--- config.mk ---
export PLATFORM = sky130hd
export DESIGN_NAME = spi_slave_io_flat
export DESIGN_NICKNAME = d
export VERILOG_FILES = /design/src/rtl/spi_slave_pkg.sv /design/src/rtl/spi_slave_io_if.sv /design/src/rtl/spi_slave_io_sync_edge.sv /design/src/rtl/spi_slave_io.sv /design/src/flat_wrapper.sv
export SDC_FILE = /design/constraint.sdc
export NUM_CORES = 1
export LEC_CHECK = 0
export BUFFER_PORTS_ARGS = -buffer_cell sky130_fd_sc_hd__buf_2
export CAP_MARGIN = 20
export CELL_PAD_IN_SITES_DETAIL_PLACEMENT = 2
export CELL_PAD_IN_SITES_GLOBAL_PLACEMENT = 2
export CORE_MARGIN = 1.5
export CORE_UTILIZATION = 27
export CTS_CLUSTER_SIZE = 16
export DETAILED_ROUTE_END_ITERATION = 6
export HOLD_SLACK_MARGIN = 0.12
export PLACE_DENSITY_LB_ADDON = 0.1
export SLEW_MARGIN = 20
export SYNTH_ARGS = -nofsm -noshare
export SYNTH_HDL_FRONTEND = slang
export SYNTH_HIERARCHICAL = 1
export SYNTH_SLANG_ARGS = --single-unit
--- constraint.sdc ---
create_clock -name clk -period 1.6 [get_ports clk]
set_input_delay 0.08 -clock clk [delete_from_list [all_inputs] [get_ports clk]]
set_output_delay 0.08 -clock clk [all_outputs]
set_load 0.02 [all_outputs]
--- src/rtl/spi_slave_pkg.sv ---
// Shared constants for the SPI mode-0 responder: STAT bit positions and the idle TX byte.
package spi_slave_pkg;
  localparam int RXV = 0;
  localparam int TXE = 1;
  localparam int OVR = 2;
  localparam int UNR = 3;
  localparam int ABT = 4;
  localparam int SEL = 5;

  localparam logic [7:0] FILL_DEF = 8'hFF;
endpackage

--- src/rtl/spi_slave_io_if.sv ---
// j1 IO bus as seen by one peripheral; io_din must be zero when not addressed.
interface spi_slave_io_if;
  logic        io_rd;
  logic        io_wr;
  logic [15:0] mem_addr;
  logic [15:0] dout;
  logic [15:0] io_din;

  modport master (output io_rd, io_wr, mem_addr, dout, input io_din);
  modport slave  (input io_rd, io_wr, mem_addr, dout, output io_din);
endinterface

--- src/rtl/spi_slave_io_sync_edge.sv ---
// N-stage synchronizer with one delay flop; rise/fall decode from flopped values only.
module sync_edge #(
  parameter int   STAGES = 2,
  parameter logic INIT   = 1'b0
) (
  input  logic clk,
  input  logic reset,
  input  logic d,
  output logic s,
  output logic rise,
  output logic fall
);
  logic [STAGES-1:0] sync;
  logic              dly;

  always_ff @(posedge clk) begin
    if (reset) begin
      sync <= {STAGES{INIT}};
      dly  <= INIT;
    end else begin
      sync <= {sync[STAGES-2:0], d};
      dly  <= sync[STAGES-1];
    end
  end

  assign s    = sync[STAGES-1];
  assign rise = s & ~dly;
  assign fall = ~s & dly;
endmodule

--- src/rtl/spi_slave_io.sv ---
// SPI mode-0 target on the j1 IO bus; every SPI pin is oversampled in the clk domain.
module spi_slave_io
  import spi_slave_pkg::*;
#(
  parameter logic [15:0] ADDR_DATA   = 16'h0400,
  parameter logic [15:0] ADDR_STAT   = 16'h0401,
  parameter logic [7:0]  FILL        = FILL_DEF,
  parameter int          SYNC_STAGES = 2
) (
  input  logic           clk,
  input  logic           reset,
  spi_slave_io_if.slave  bus,
  input  logic           spi_sck,
  input  logic           spi_ssb,
  input  logic           spi_si,
  output logic           spi_so,
  output logic           spi_so_oe,
  output logic           irq
);
  logic sck_s, sck_rise, sck_fall;
  logic ssb_s, ssb_rise, ssb_fall;
  logic [SYNC_STAGES-1:0] si_sync;
  logic si_s;

  sync_edge #(.STAGES(SYNC_STAGES), .INIT(1'b0)) u_sck (
    .clk(clk), .reset(reset), .d(spi_sck), .s(sck_s), .rise(sck_rise), .fall(sck_fall));
  sync_edge #(.STAGES(SYNC_STAGES), .INIT(1'b1)) u_ssb (
    .clk(clk), .reset(reset), .d(spi_ssb), .s(ssb_s), .rise(ssb_rise), .fall(ssb_fall));

  always_ff @(posedge clk) begin
    if (reset) si_sync <= '0;
    else       si_sync <= {si_sync[SYNC_STAGES-2:0], spi_si};
  end
  assign si_s = si_sync[SYNC_STAGES-1];

  logic sel, sel_start, sel_end, bit_rise, bit_fall;
  assign sel       = ~ssb_s;
  assign sel_start = ssb_fall;
  assign sel_end   = ssb_rise;
  assign bit_rise  = sck_rise & sel;
  assign bit_fall  = sck_fall & sel;

  logic rd_data, wr_data, wr_stat;
  assign rd_data = bus.io_rd & (bus.mem_addr == ADDR_DATA);
  assign wr_data = bus.io_wr & (bus.mem_addr == ADDR_DATA);
  assign wr_stat = bus.io_wr & (bus.mem_addr == ADDR_STAT);

  logic [2:0] bit_cnt;
  logic [7:0] rx_shift, rx_buf, tx_shift, tx_buf;
  logic       rx_valid, tx_full, ovr, unr, abt;
  logic       tx_load;
  logic [7:0] rx_next;

  assign tx_load = sel_start | (bit_fall & (bit_cnt == 3'd0));
  assign rx_next = {rx_shift[6:0], si_s};

  always_ff @(posedge clk) begin
    if (reset) begin
      bit_cnt   <= '0;
      rx_shift  <= '0;
      rx_buf    <= '0;
      tx_shift  <= '0;
      tx_buf    <= '0;
      rx_valid  <= 1'b0;
      tx_full   <= 1'b0;
      ovr       <= 1'b0;
      unr       <= 1'b0;
      abt       <= 1'b0;
      spi_so    <= 1'b1;
      spi_so_oe <= 1'b0;
    end else begin
      spi_so_oe <= sel;
      // Clears come first so a same-cycle set below overrides them.
      if (rd_data) rx_valid <= 1'b0;
      if (wr_stat) begin
        if (bus.dout[OVR]) ovr <= 1'b0;
        if (bus.dout[UNR]) unr <= 1'b0;
        if (bus.dout[ABT]) abt <= 1'b0;
      end

      if (tx_load) begin
        if (tx_full) begin
          tx_shift <= tx_buf;
          spi_so   <= tx_buf[7];
          tx_full  <= 1'b0;
        end else begin
          tx_shift <= FILL;
          spi_so   <= FILL[7];
          unr      <= 1'b1;
        end
      end else if (bit_fall) begin
        tx_shift <= {tx_shift[6:0], 1'b0};
        spi_so   <= tx_shift[6];
      end
      // A CPU write landing with a load keeps its byte for the next boundary.
      if (wr_data) begin
        tx_buf  <= bus.dout[7:0];
        tx_full <= 1'b1;
      end

      if (sel_start) bit_cnt <= '0;
      if (bit_rise) begin
        rx_shift <= rx_next;
        bit_cnt  <= bit_cnt + 3'd1;
        if (bit_cnt == 3'd7) begin
          rx_buf   <= rx_next;
          rx_valid <= 1'b1;
          if (rx_valid && !rd_data) ovr <= 1'b1;
        end
      end

      if (sel_end) begin
        spi_so <= 1'b1;
        if (bit_cnt != 3'd0) begin
          abt      <= 1'b1;
          bit_cnt  <= '0;
          rx_shift <= '0;
        end
      end
    end
  end

  assign irq = rx_valid;

  always_comb begin
    bus.io_din = 16'd0;
    if (bus.mem_addr == ADDR_DATA)
      bus.io_din = {8'd0, rx_buf};
    else if (bus.mem_addr == ADDR_STAT)
      bus.io_din = {10'd0, sel, abt, unr, ovr, ~tx_full, rx_valid};
  end

  logic unused_dout;
  assign unused_dout = &{1'b0, bus.dout[15:8]};
endmodule

--- src/flat_wrapper.sv ---
// flat-port wrapper written by rule: the top's interface ports become plain ports
module spi_slave_io_flat import spi_slave_pkg::*;
#(
  parameter logic [15:0] ADDR_DATA   = 16'h0400,
  parameter logic [15:0] ADDR_STAT   = 16'h0401,
  parameter logic [7:0]  FILL        = FILL_DEF,
  parameter int          SYNC_STAGES = 2
)
  (clk, reset, spi_sck, spi_ssb, spi_si, spi_so, spi_so_oe, irq, bus_io_rd, bus_io_wr, bus_mem_addr, bus_dout, bus_io_din);
  spi_slave_io_if bus_i ();
  input  logic clk;
  input  logic reset;
  input  logic spi_sck;
  input  logic spi_ssb;
  input  logic spi_si;
  output logic spi_so;
  output logic spi_so_oe;
  output logic irq;
  input wire logic [$bits(bus_i.io_rd)-1:0] bus_io_rd;
  input wire logic [$bits(bus_i.io_wr)-1:0] bus_io_wr;
  input wire logic [$bits(bus_i.mem_addr)-1:0] bus_mem_addr;
  input wire logic [$bits(bus_i.dout)-1:0] bus_dout;
  output wire logic [$bits(bus_i.io_din)-1:0] bus_io_din;
  assign bus_i.io_rd = bus_io_rd;
  assign bus_i.io_wr = bus_io_wr;
  assign bus_i.mem_addr = bus_mem_addr;
  assign bus_i.dout = bus_dout;
  assign bus_io_din = bus_i.io_din;
  spi_slave_io #(.ADDR_DATA(ADDR_DATA), .ADDR_STAT(ADDR_STAT), .FILL(FILL), .SYNC_STAGES(SYNC_STAGES)) u_core (.clk(clk), .reset(reset), .bus(bus_i), .spi_sck(spi_sck), .spi_ssb(spi_ssb), .spi_si(spi_si), .spi_so(spi_so), .spi_so_oe(spi_so_oe), .irq(irq));
endmodule
# Word-level counts from Yosys, hierarchy flattened
# Cells that the tools add are included.
# totals
elab_cells,78
input_bits,39
output_inout_bits,19
regBits,49
# classes
n_eq_ne,3
n_bitwise,16
n_addsub,1
mux,33
reduce_logical,8
# op_table
operator,count
$eq 16x11->1 const B,2
$mux 8,3
$mux 1,21
$mux 7,3
$mux 16,1
$mux 3,4
$and 1x1->1,10
$mux 6,1
$not 1->1,5
$reduce_bool 2->1,2
$add 3x1->3 const B,1
$eq 3x3->1 const B,1
$logic_not 3->1,1
$reduce_bool 3->1,1
$reduce_and 2->1,1
$reduce_or 2->1,1
$logic_and 1x1->1,1
$logic_not 1->1,1
$or 1x1->1,1

# Logic depth before layout (Yosys ltp)
# Gate-level depths: netlist of the first run.
# depth
ltp_word,7
depth_mapped,7
depth_no_buf,6

# Modules after synthesis
# The synthesis of the first run kept the hierarchy.
# modules_own_cells
mod,seq_area_each_um2,n_inst,area_each_um2,cells_per_inst
spi_slave_io,840.8,1,1931.9,236
sync_edge at u_core.u_ssb,60.1,1,92.6,8
sync_edge at u_core.u_sck,60.1,1,91.3,8

# Worst setup path after synthesis of the first run
# OpenSTA, ideal clock, no wires.
# synth_timing
kind,input to output
startpoint,input port bus_mem_addr[13]
endpoint,output port bus_io_din[0]
setup_slack_ns,-0.181
t_arrival_ns,1.701
n_path_buf,0
required_time_ns,1.520
cell_stages,4
path_cell_list,or4_1 -> nor4_2 -> nand2_1 -> o21ai_0
# synth_via
elab_chain_cells,3
elab_cells_between_ends,4
classes_between,2 x eq/ne; 2 x mux
# synth_lines
item,line,rtl
from (decl),flat_wrapper.sv:21,input wire logic [$bits(bus_i.mem_addr)-1:0] bus_mem_addr;
$eq 16x11->1,spi_slave_io.sv:129,else if (bus.mem_addr == ADDR_STAT)
$mux 6,spi_slave_io.sv:129,
$mux 16 *,spi_slave_io.sv:127,if (bus.mem_addr == ADDR_DATA)
to (decl),flat_wrapper.sv:23,output wire logic [$bits(bus_i.io_din)-1:0] bus_io_din;
# Every way passes the cells marked *; elsewhere a longest branch is shown, timed or not.

# Final worst setup path of the first run
# layout_timing
startpoint,input port bus_mem_addr[5]
endpoint,output port bus_io_din[0]
# Same word-level chain as after synthesis.

==> flow_metrics.env, run 1 <==
export IMPL_die_x_um=91.5
export IMPL_die_h_um=91.5
export IMPL_violations="negative setup slack"
export IMPL_worstSetupStartpointType="primary input"
export IMPL_hold_viol_final=0
export IMPL_ys_ff_latch=48
export IMPL_grt_pass1_vias=2083
export IMPL_worst_slack_ns=-0.114
export IMPL_cts_sinks=48
export IMPL_critPathArrivalTime_ns=1.63
export IMPL_fin_skew_ns=0.00458
export IMPL_peakVddDrop_mv=0.430
export IMPL_syn_inst=252
export IMPL_grt_max_degree=25
export IMPL_ant_nets=0
export IMPL_rsz0062_at_grt="yes"
export IMPL_powerDensity_nw_per_um2=777
export IMPL_ys_types=40
export IMPL_whs_ns=0.156
export IMPL_dr_first_iter_drc_count=12
export IMPL_cap_violations=0
export IMPL_grt_pass1_wl_um=9870
export IMPL_num_vias=1925
export IMPL_wl_per_cell_um=14.3
export IMPL_tritoncts="done"
export IMPL_crit_path_end_kind="output pin"
export IMPL_synth_top_cells_by_area="dfxtp_1, a21oi_1, nand2_1"
export IMPL_async_reset_ff_share_pct=0
export IMPL_min_path_cells=3
export IMPL_gr_total_overflow=0
export IMPL_worstSetupPathType="primary input to output pin"
export IMPL_clock_latency_ns=0.29
export IMPL_synth_area_per_cell_um2=8.40
export IMPL_drive_gt1_share_pct=26.8
export IMPL_track_usage_pct=15.0
export IMPL_intPower_mw=1.69
export IMPL_clock_power_share_pct=35.4
export IMPL_antennaDiodeCount=0
export IMPL_synth_top_cell_by_area="dfxtp_1"
export IMPL_ctsHtreeMaxLevel=2
export IMPL_r2r_setup_slack_ns=0.16
export IMPL_wl_um=5960
export IMPL_netlist_area_um2=2120
export IMPL_p_total_mw=2.19
export IMPL_switching_share_pct=22.8
export IMPL_drc=0
export IMPL_design_area_um2=2820
export IMPL_p_comb_share_pct=8.6
export IMPL_setup_violations=9
export IMPL_yosysSeqAreaShare_pct=45.4
export IMPL_die_area_um2=8380
export IMPL_final_nets=356
export IMPL_start_util_pct=27.7
export IMPL_routabilityCongestion=0.701
export IMPL_p_switching_mw=0.499
export IMPL_synthFlopType="dfxtp_1"
export IMPL_yosysWarningCount=6
export IMPL_rows=32
export IMPL_fmax_mhz=584
export IMPL_slew_viol_final=0
export IMPL_fin_crit_sh_pct=107
export IMPL_leakage_nw=1.11
export IMPL_clk_path_buf_depth=2
export IMPL_dp_hpwl_um=4250
export IMPL_area_growth_syn_to_layout_pct=33.1
export IMPL_yosys_top_cells_count="dfxtp_1, nand2_1, a21oi_1, nor2_1"
export IMPL_dr_pass1_iters=3
export IMPL_grt_antenna_before_repair=0
export IMPL_root_buffer="clkbuf_8"
export IMPL_io_buffers=41
export IMPL_post_route_util_pct=36.8
export IMPL_seqPwrFrac_pct=56.0
export IMPL_clk_pin_slew_ns=0.09
export IMPL_final_min_clock_period_ns=1.71
export IMPL_via_per_inst=4.63
export IMPL_layoutNonFillerInstCount=416
export IMPL_dpl_instance_area_um2=2450
export IMPL_r2r_cells=6
export IMPL_cp_max_fo=5
export IMPL_post_place_cells=392
export IMPL_hp_class="primary input to flop"
export IMPL_cts_buffers_inserted=5
export IMPL_fillCellCount=899
export IMPL_synth_top_area_share_pct=45.4
export IMPL_yosys_cell_count_top_type="dfxtp_1"
export IMPL_synth_edf_count=0
export IMPL_ios=58
export IMPL_required_ns=1.52
export IMPL_status="finished, violations left"
export IMPL_core_area_um2=7650
[placed cells by master, fill, tap and decap left out, drive strengths merged, types with 4 or more instances in the layout]
cell and count:
a211oi 6, a21oi 32, buf 57, clkbuf 8
conb 8, dfxtp 48, dlygate4sd3 12, inv 10
mux2i 6, nand2 40, nand2b 9, nand3 8
nor2 13, nor2b 10, o21ai 16, or4 4
[area by class of cell]
class | instances | area [um2] | share of cell area, %
clock buffers | 7 | 96.3 | 3.42
flip-flops and latches | 48 | 962 | 34.2
inverters | 10 | 37.5 | 1.33
repair buffers | 70 | 538 | 19.1
multi-input cells | 179 | 1050 | 37.4
well taps | 102 | 128 | 4.53
[critical path, stage by stage]
cell	delay, ns
buf_6	0.09
or4_4	0.57
nor4_4	0.29
buf_4	0.18
buf_12	0.11
nand2_1	0.05
o21ai_1	0.09
buf_4	0.16
[logic make-up after synthesis]
logic type	count (synthesis)	synth area share (%)
AO/OA/AOI/OAI	62	16.9
adder cells (fa/ha/maj)	3	1.77
buffers and inverters	32	7.87
flip-flops	48	45.4
multiplexers	6	2.84
other	1	0.177
AND/OR/NAND/NOR	100	25.1
[final timing paths]
| path | start | end |
|---|---|---|
| setup reg to reg | u_core/bit_cnt[0] | u_core/tx_shift[6] |
| hold reg to reg | u_core/u_ssb/sync[0] | u_core/u_ssb/sync[1] |
| setup / recovery | bus_mem_addr[5] | bus_io_din[0] |
| hold / removal | bus_io_wr | u_core/tx_full |
[registers in the layout (all words and copies together) (netlist names)]
| signal | cells |
|---|---|
| u_core/rx_buf | 8 |
| u_core/tx_buf | 8 |
| u_core/rx_shift | 7 |
| u_core/tx_shift | 7 |
| u_core/bit_cnt | 3 |
| u_core/si_sync | 2 |
| u_core/u_sck/sync | 2 |
| u_core/u_ssb/sync | 2 |
| u_core/abt | 1 |
| u_core/irq | 1 |
| u_core/ovr | 1 |
| u_core/spi_so | 1 |
| u_core/spi_so_oe | 1 |
| u_core/tx_full | 1 |
| u_core/u_sck/dly | 1 |
| u_core/u_ssb/dly | 1 |
| u_core/unr | 1 |
[what timing repair did]
item	CTS	global route
buffers inserted	3	2
hold endpoints to repair	12	0
hold buffers	12	0
pin swaps	2	3
cloned	0	1
resized for setup	19	10
setup endpoints to repair	9	32
[metal layers]
| layer | vias up | track usage [%] | part of all wire (%) |
|---|---|---|---|
| met2 | 30 | 27.4 | 52 |
| met4 | 0 | 3.52 | 0.82 |
| met1 | 931 | 17.9 | 44 |
| met3 | 7 | 3.02 | 3.2 |
| li1 | 957 | - | - |
| met5 | - | 0 | 0 |
[power by group through the flow]
stage                     clock network, mW  logic [mW]  registers, mW
after floorplan                           0       0.100           1.25
after global placement                    0       0.156           1.25
after detailed placement                  0       0.159           1.25
after CTS                             0.813       0.185           1.23
after global routing                  0.867       0.209           1.23
final                                 0.774       0.188           1.23
[through the flow]
stage	TNS [ns]	setup WS, ns
3_3_place_gp	-3.55	-0.256
5_1_grt	-1.49	-0.178
4_1_cts	-0.536	-0.113
2_1_floorplan	-0.299	-0.0493
6_report	-0.713	-0.114
3_5_place_dp	-3.87	-0.267
Note: power is estimated with default switching activity, not from simulation.
==> run 2, diff against run 1 <==
--- a/config.mk
+++ b/config.mk
@@ -10,7 +10,7 @@
 export CELL_PAD_IN_SITES_DETAIL_PLACEMENT = 2
 export CELL_PAD_IN_SITES_GLOBAL_PLACEMENT = 2
 export CORE_MARGIN = 1.5
-export CORE_UTILIZATION = 27
+export CORE_UTILIZATION = 32
 export CTS_CLUSTER_SIZE = 16
 export DETAILED_ROUTE_END_ITERATION = 6
 export HOLD_SLACK_MARGIN = 0.12
==> constraint.sdc (replaced) <==
create_clock -name clk -period 2.1 [get_ports clk]
set_input_delay 0.105 -clock clk [delete_from_list [all_inputs] [get_ports clk]]
set_output_delay 0.105 -clock clk [all_outputs]
set_load 0.02 [all_outputs]
==> flow_metrics.env, run 2 (synthesized netlist as in run 1, its figures left out) <==
export IMPL_status="finished, final reports clean"
export IMPL_clk_pin_slew_ns=0.08
export IMPL_min_path_cells=3
export IMPL_hold_viol_final=0
export IMPL_worstSetupStartpointType="primary input"
export IMPL_seq_area_um2=961
export IMPL_whs_ns=0.143
export IMPL_powerDensity_nw_per_um2=627
export IMPL_num_vias=1876
export IMPL_slowest_delay_ns=0.62
export IMPL_final_nets=344
export IMPL_leakage_nw=0.994
export IMPL_fmax_mhz=530
export IMPL_dr_pass1_iters=4
export IMPL_drive_gt1_share_pct=20.5
export IMPL_grt_pass1_vias=1936
export IMPL_routabilityCongestion=0.701
export IMPL_tritoncts="done"
export IMPL_reg_largest_list="u_core/rx_buf (8), u_core/tx_buf (8)"
export IMPL_final_cell_mix="dfxtp_1, buf_2, nand2_1"
export IMPL_critPathSlowestCell="or4_1"
export IMPL_area_growth_syn_to_layout_pct=20.6
export IMPL_slew_viol_final=0
export IMPL_worstSetupPathType="primary input to output pin"
export IMPL_ios=58
export IMPL_root_buffer="clkbuf_8"
export IMPL_cap_violations=0
export IMPL_final_common_cell="dfxtp_1"
export IMPL_setup_tns_ns=0
export IMPL_dr_first_iter_drc_count=84
export IMPL_peakVddDrop_mv=0.304
export IMPL_die_x_um=84.3
export IMPL_grt_pass1_wl_um=9520
export IMPL_critPathArrivalTime_ns=1.78
export IMPL_crit_path_end_kind="output pin"
export IMPL_grt_antenna_before_repair=0
export IMPL_rows=29
export IMPL_required_ns=2.00
export IMPL_antennaDiodeCount=0
export IMPL_layoutNonFillerInstCount=379
export IMPL_fillCellCount=760
export IMPL_post_route_util_pct=39.9
export IMPL_fin_skew_ns=0.00982
export IMPL_fin_crit_sh_pct=89.9
export IMPL_start_util_pct=33.1
export IMPL_crit_top_cell="buf_2"
export IMPL_rsz0062_at_grt="no"
export IMPL_track_usage_pct=16.6
export IMPL_ant_nets=0
export IMPL_multi_input_area_um2=1010
export IMPL_cts_sinks=48
export IMPL_die_h_um=84.3
export IMPL_post_place_cells=361
export IMPL_grt_max_degree=24
export IMPL_dp_hpwl_um=3950
export IMPL_wl_um=5570
export IMPL_via_per_inst=4.95
export IMPL_setup_violations=0
export IMPL_final_min_clock_period_ns=1.89
export IMPL_p_total_mw=1.60
export IMPL_io_buffers=41
export IMPL_die_area_um2=7110
export IMPL_ctsHtreeMaxLevel=2
export IMPL_cp_max_fo=5
export IMPL_gr_total_overflow=0
export IMPL_core_area_um2=6390
export IMPL_path_cells="buf_2, or4_1, nor4_2, nand2_1, o21ai_0, buf_2"
export IMPL_hp_class="primary input to flop"
export IMPL_clk_path_buf_depth=2
export IMPL_wl_per_cell_um=14.7
export IMPL_cts_setup_buffers=0
export IMPL_r2r_cells=6
export IMPL_clock_latency_ns=0.30
export IMPL_cts_buffers_inserted=5
export IMPL_drc=0
-- run 2: cell types whose count changed in the layout (fill, tap and decap cells not counted), sizes merged --
cell,previous run,this run
dlygate4sd3,12,11
buf,57,47
clkinv,0,1
clkbuf,8,5
clkinvlp,0,1
-- run 2: final cells by class --
cell class,count,share of cell area (%)
multi-input combinational,179,39.8
sequential,48,37.7
timing repair buffer,58,14.1
tap,77,3.78
clock buffer,5,2.70
inverter,10,1.47
clock inverter,2,0.490
-- run 2: worst max-delay path, delay by kind of cell --
kind | cells | cell delay, ns
AND/OR/NAND/NOR | 3 | 1.15
buffers and inverters | 2 | 0.29
AO/OA/AOI/OAI | 1 | 0.24
-- run 2: through the flow --
| step | setup slack (ns) | cell area [um2] |
|---|---|---|
| floorplan | 0.269 | 2140 |
| global placement | 0.159 | 2360 |
| CTS | 0.153 | 2550 |
| global route | 0.0843 | 2550 |
| detailed placement | 0.167 | 2360 |
| finish | 0.212 | 2550 |
-- run 2: routing by layer --
metal / global-route usage (%) / routed length, um
met1: 21.2 / 2640
met2: 28.4 / 2750
met3: 2.95 / 146
met4: 5.37 / 38
met5: 0 / 0
-- run 2: path summary, 6_finish.rpt --
check        slack, ns                 start              endpoint
max               0.21      bus_mem_addr[13]         bus_io_din[3]
min               0.14             bus_io_rd            u_core/irq
max reg2reg       0.48  u_core/u_sck/sync[1]      u_core/rx_buf[1]
min reg2reg       0.42  u_core/u_ssb/sync[0]  u_core/u_ssb/sync[1]
-- run 2: report_power, final --
| group | internal (mW) | leakage [nW] | switching (mW) |
|---|---|---|---|
| registers | 0.927 | 0.389 | 0.00827 |
| clock network | 0.226 | 0.0400 | 0.309 |
| logic | 0.0560 | 0.565 | 0.0722 |
-- run 2: what timing repair did --
| action | in CTS | in global routing |
|---|---|---|
| endpoints found under the hold margin | 11 | 0 |
| gates resized for setup | 0 | 0 |
| hold buffers | 11 | 0 |
| setup endpoints to repair | 0 | 0 |
==> run 3, diff against run 2 <==
--- a/config.mk
+++ b/config.mk
@@ -5,12 +5,13 @@
 export SDC_FILE = /design/constraint.sdc
 export NUM_CORES = 1
 export LEC_CHECK = 0
+export ABC_AREA = 1
 export BUFFER_PORTS_ARGS = -buffer_cell sky130_fd_sc_hd__buf_2
 export CAP_MARGIN = 20
 export CELL_PAD_IN_SITES_DETAIL_PLACEMENT = 2
 export CELL_PAD_IN_SITES_GLOBAL_PLACEMENT = 2
 export CORE_MARGIN = 1.5
-export CORE_UTILIZATION = 32
+export CORE_UTILIZATION = 30
 export CTS_CLUSTER_SIZE = 16
 export DETAILED_ROUTE_END_ITERATION = 6
 export HOLD_SLACK_MARGIN = 0.12
==> flow_metrics.env, run 3 <==
export IMPL_final_min_clock_period_ns=1.76
export IMPL_synthAdderAreaFrac_pct=1.83
export IMPL_ys_types=23
export IMPL_grt_pass1_wl_um=9600
export IMPL_synth_simple_gate_area_share_pct=22.0
export IMPL_grt_antenna_before_repair=0
export IMPL_antennaDiodeCount=0
export IMPL_holdBufCountCts=11
export IMPL_ys_ff_latch=48
export IMPL_slew_viol_final=0
export IMPL_r2r_cells=5
export IMPL_clk_pin_slew_ns=0.09
export IMPL_synth_area_per_cell_um2=7.39
export IMPL_synth_compound_area_share_pct=18.0
export IMPL_synth_top_area_share_pct=46.7
export IMPL_synth_top_cells_by_area="dfxtp_1, nand2_1, a21oi_1"
export IMPL_die_area_um2=7360
export IMPL_cts_buffers_inserted=5
export IMPL_hold_viol_final=0
export IMPL_via_per_inst=4.79
export IMPL_tightest_slew_ns=0.629
export IMPL_grt_max_degree=23
export IMPL_slew_headroom_pct=57.9
export IMPL_synth_top_family_by_area="simple AND/OR/NAND/NOR gates"
export IMPL_ant_nets=0
export IMPL_synthMuxAreaShare_pct=0
export IMPL_hp_class="primary input to flop"
export IMPL_root_buffer="clkbuf_8"
export IMPL_yosys_top_cells_count="nand2_1, dfxtp_1, a21oi_1, nor2_1, o21ai_0"
export IMPL_fmax_mhz=568
export IMPL_synth_edf_count=0
export IMPL_synthFlopType="dfxtp_1"
export IMPL_yosys_cell_count_top_type="nand2_1"
export IMPL_async_reset_ff_share_pct=0
export IMPL_cp_max_fo=18
export IMPL_leakage_nw=1.09
export IMPL_die_h_um=85.8
export IMPL_synth_xor_area_share_pct=0
export IMPL_fin_crit_sh_pct=83.9
export IMPL_required_ns=2.28
export IMPL_design_area_um2=2520
export IMPL_routabilityCongestion=0.725
export IMPL_synth_top_cell_by_area="dfxtp_1"
export IMPL_drc=0
export IMPL_worstSetupPathType="flop to flop"
export IMPL_start_util_pct=31.7
export IMPL_cts_sinks=48
export IMPL_netlist_area_um2=2060
export IMPL_ctsHtreeMaxLevel=2
export IMPL_gr_total_overflow=0
export IMPL_dr_first_iter_drc_count=43
export IMPL_wl_um=5840
export IMPL_crit_path_end_kind="flop"
export IMPL_num_vias=1964
export IMPL_syn_inst=278
export IMPL_critPathArrivalTime_ns=1.94
export IMPL_wl_per_cell_um=14.2
export IMPL_dpl_instance_area_um2=2310
export IMPL_powerDensity_nw_per_um2=659
export IMPL_track_usage_pct=16.9
export IMPL_tritoncts="done"
export IMPL_r2r_setup_slack_ns=0.34
export IMPL_setup_violations=0
export IMPL_reg_largest_list="u_core/rx_buf (8), u_core/tx_buf (8)"
export IMPL_clock_latency_ns=0.31
export IMPL_final_cell_mix="nand2_1, dfxtp_1, buf_2"
export IMPL_cts_setup_buffers=0
export IMPL_io_buffers=41
export IMPL_yosysSeqAreaShare_pct=46.7
export IMPL_die_x_um=85.8
export IMPL_grt_pass1_vias=2056
export IMPL_min_path_cells=4
export IMPL_dr_pass1_iters=4
export IMPL_dp_hpwl_um=4270
export IMPL_wl_met1_um=2540
export IMPL_area_growth_syn_to_layout_pct=22.5
export IMPL_highest_layer="met4"
export IMPL_worstSetupStartpointType="flop"
export IMPL_fillCellCount=780
export IMPL_clk_path_buf_depth=2
export IMPL_rsz0062_at_grt="no"
export IMPL_yosysWarningCount=6
export IMPL_status="finished, final reports clean"
export IMPL_cap_violations=0
export IMPL_peakVddDrop_mv=0.284
export IMPL_setup_tns_ns=0
export IMPL_fin_skew_ns=0.0100
export IMPL_cts_resized=0
export IMPL_rows=29
export IMPL_ios=58
export IMPL_wl_met3_um=120
export IMPL_final_common_cell="nand2_1"
export IMPL_drive_gt1_share_pct=18.0
export IMPL_final_nets=374
export IMPL_core_area_um2=6490
export IMPL_wl_met2_um=3110
[run 3: changes by cell type in the layout (fill, tap and decap cells not counted), sizes merged, moves of 6 or more]
cell,previous run,this run
nand3,8,17
inv,10,30
o21ai,16,32
nor2,13,34
nand2,40,52
mux2i,6,0
nand2b,9,0
nor2b,10,0
a211oi,6,0
[run 3: layout make-up]
| type | count | area [um2] | share of cell area [%] |
|---|---|---|---|
| sequential | 48 | 961 | 38.2 |
| multi-input combinational | 188 | 888 | 35.3 |
| timing repair buffer | 57 | 353 | 14.0 |
| inverter | 32 | 125 | 4.97 |
| tap | 77 | 96.3 | 3.83 |
| clock buffer | 7 | 86.3 | 3.43 |
| clock inverter | 1 | 7.51 | 0.298 |
[run 3: worst paths after layout]
kind | from | to
max | u_core/u_sck/sync[1] | u_core/rx_buf[3]
min | bus_io_rd | u_core/ovr
max reg2reg | u_core/u_sck/sync[1] | u_core/rx_buf[3]
min reg2reg | u_core/u_sck/sync[0] | u_core/u_sck/sync[1]
[run 3: critical path, stage by stage (launching register included)]
cell and delay (ns):
dfxtp_1 0.34, inv_1 0.06, nor2_1 0.28, nand3_1 0.54, o21ai_0 0.35, a21oi_1 0.06
[run 3: logic make-up (layout without fill, tap and decap cells)]
group / count (synthesis) / count (layout)
other: 1 / 8
AOI/OAI and AO/OA: 71 / 71
adders and majority gates: 3 / 3
buffers and inverters: 49 / 97
and+or+nand+nor: 106 / 106
DFF: 48 / 48
[run 3: power breakdown]
group | internal, mW | switching [mW]
Clock | 0.268 | 0.321
Combinational | 0.0553 | 0.0791
Sequential | 0.927 | 0.00899
[run 3: per-layer routing]
metal | global-route usage, % | up-vias
met1 | 18.9 | 953
met3 | 3.75 | 6
met2 | 32.3 | 19
met5 | 0 | -
met4 | 4.40 | 0
li1 | - | 986
[run 3: stage by stage]
step                      setup WS (ns)  hold slack (ns)  utilization, %  instances  total power [mW]
final                             0.338            0.169            38.8        410              1.66
after global routing             0.0685            0.189            38.8        410              1.74
after CTS                         0.275            0.175            38.8        410              1.68
after detailed placement          0.297            0.289            35.6        391              1.08
after global placement            0.363            0.276            35.6        391              1.07
after floorplan                   0.812            0.176               -        285              1.03
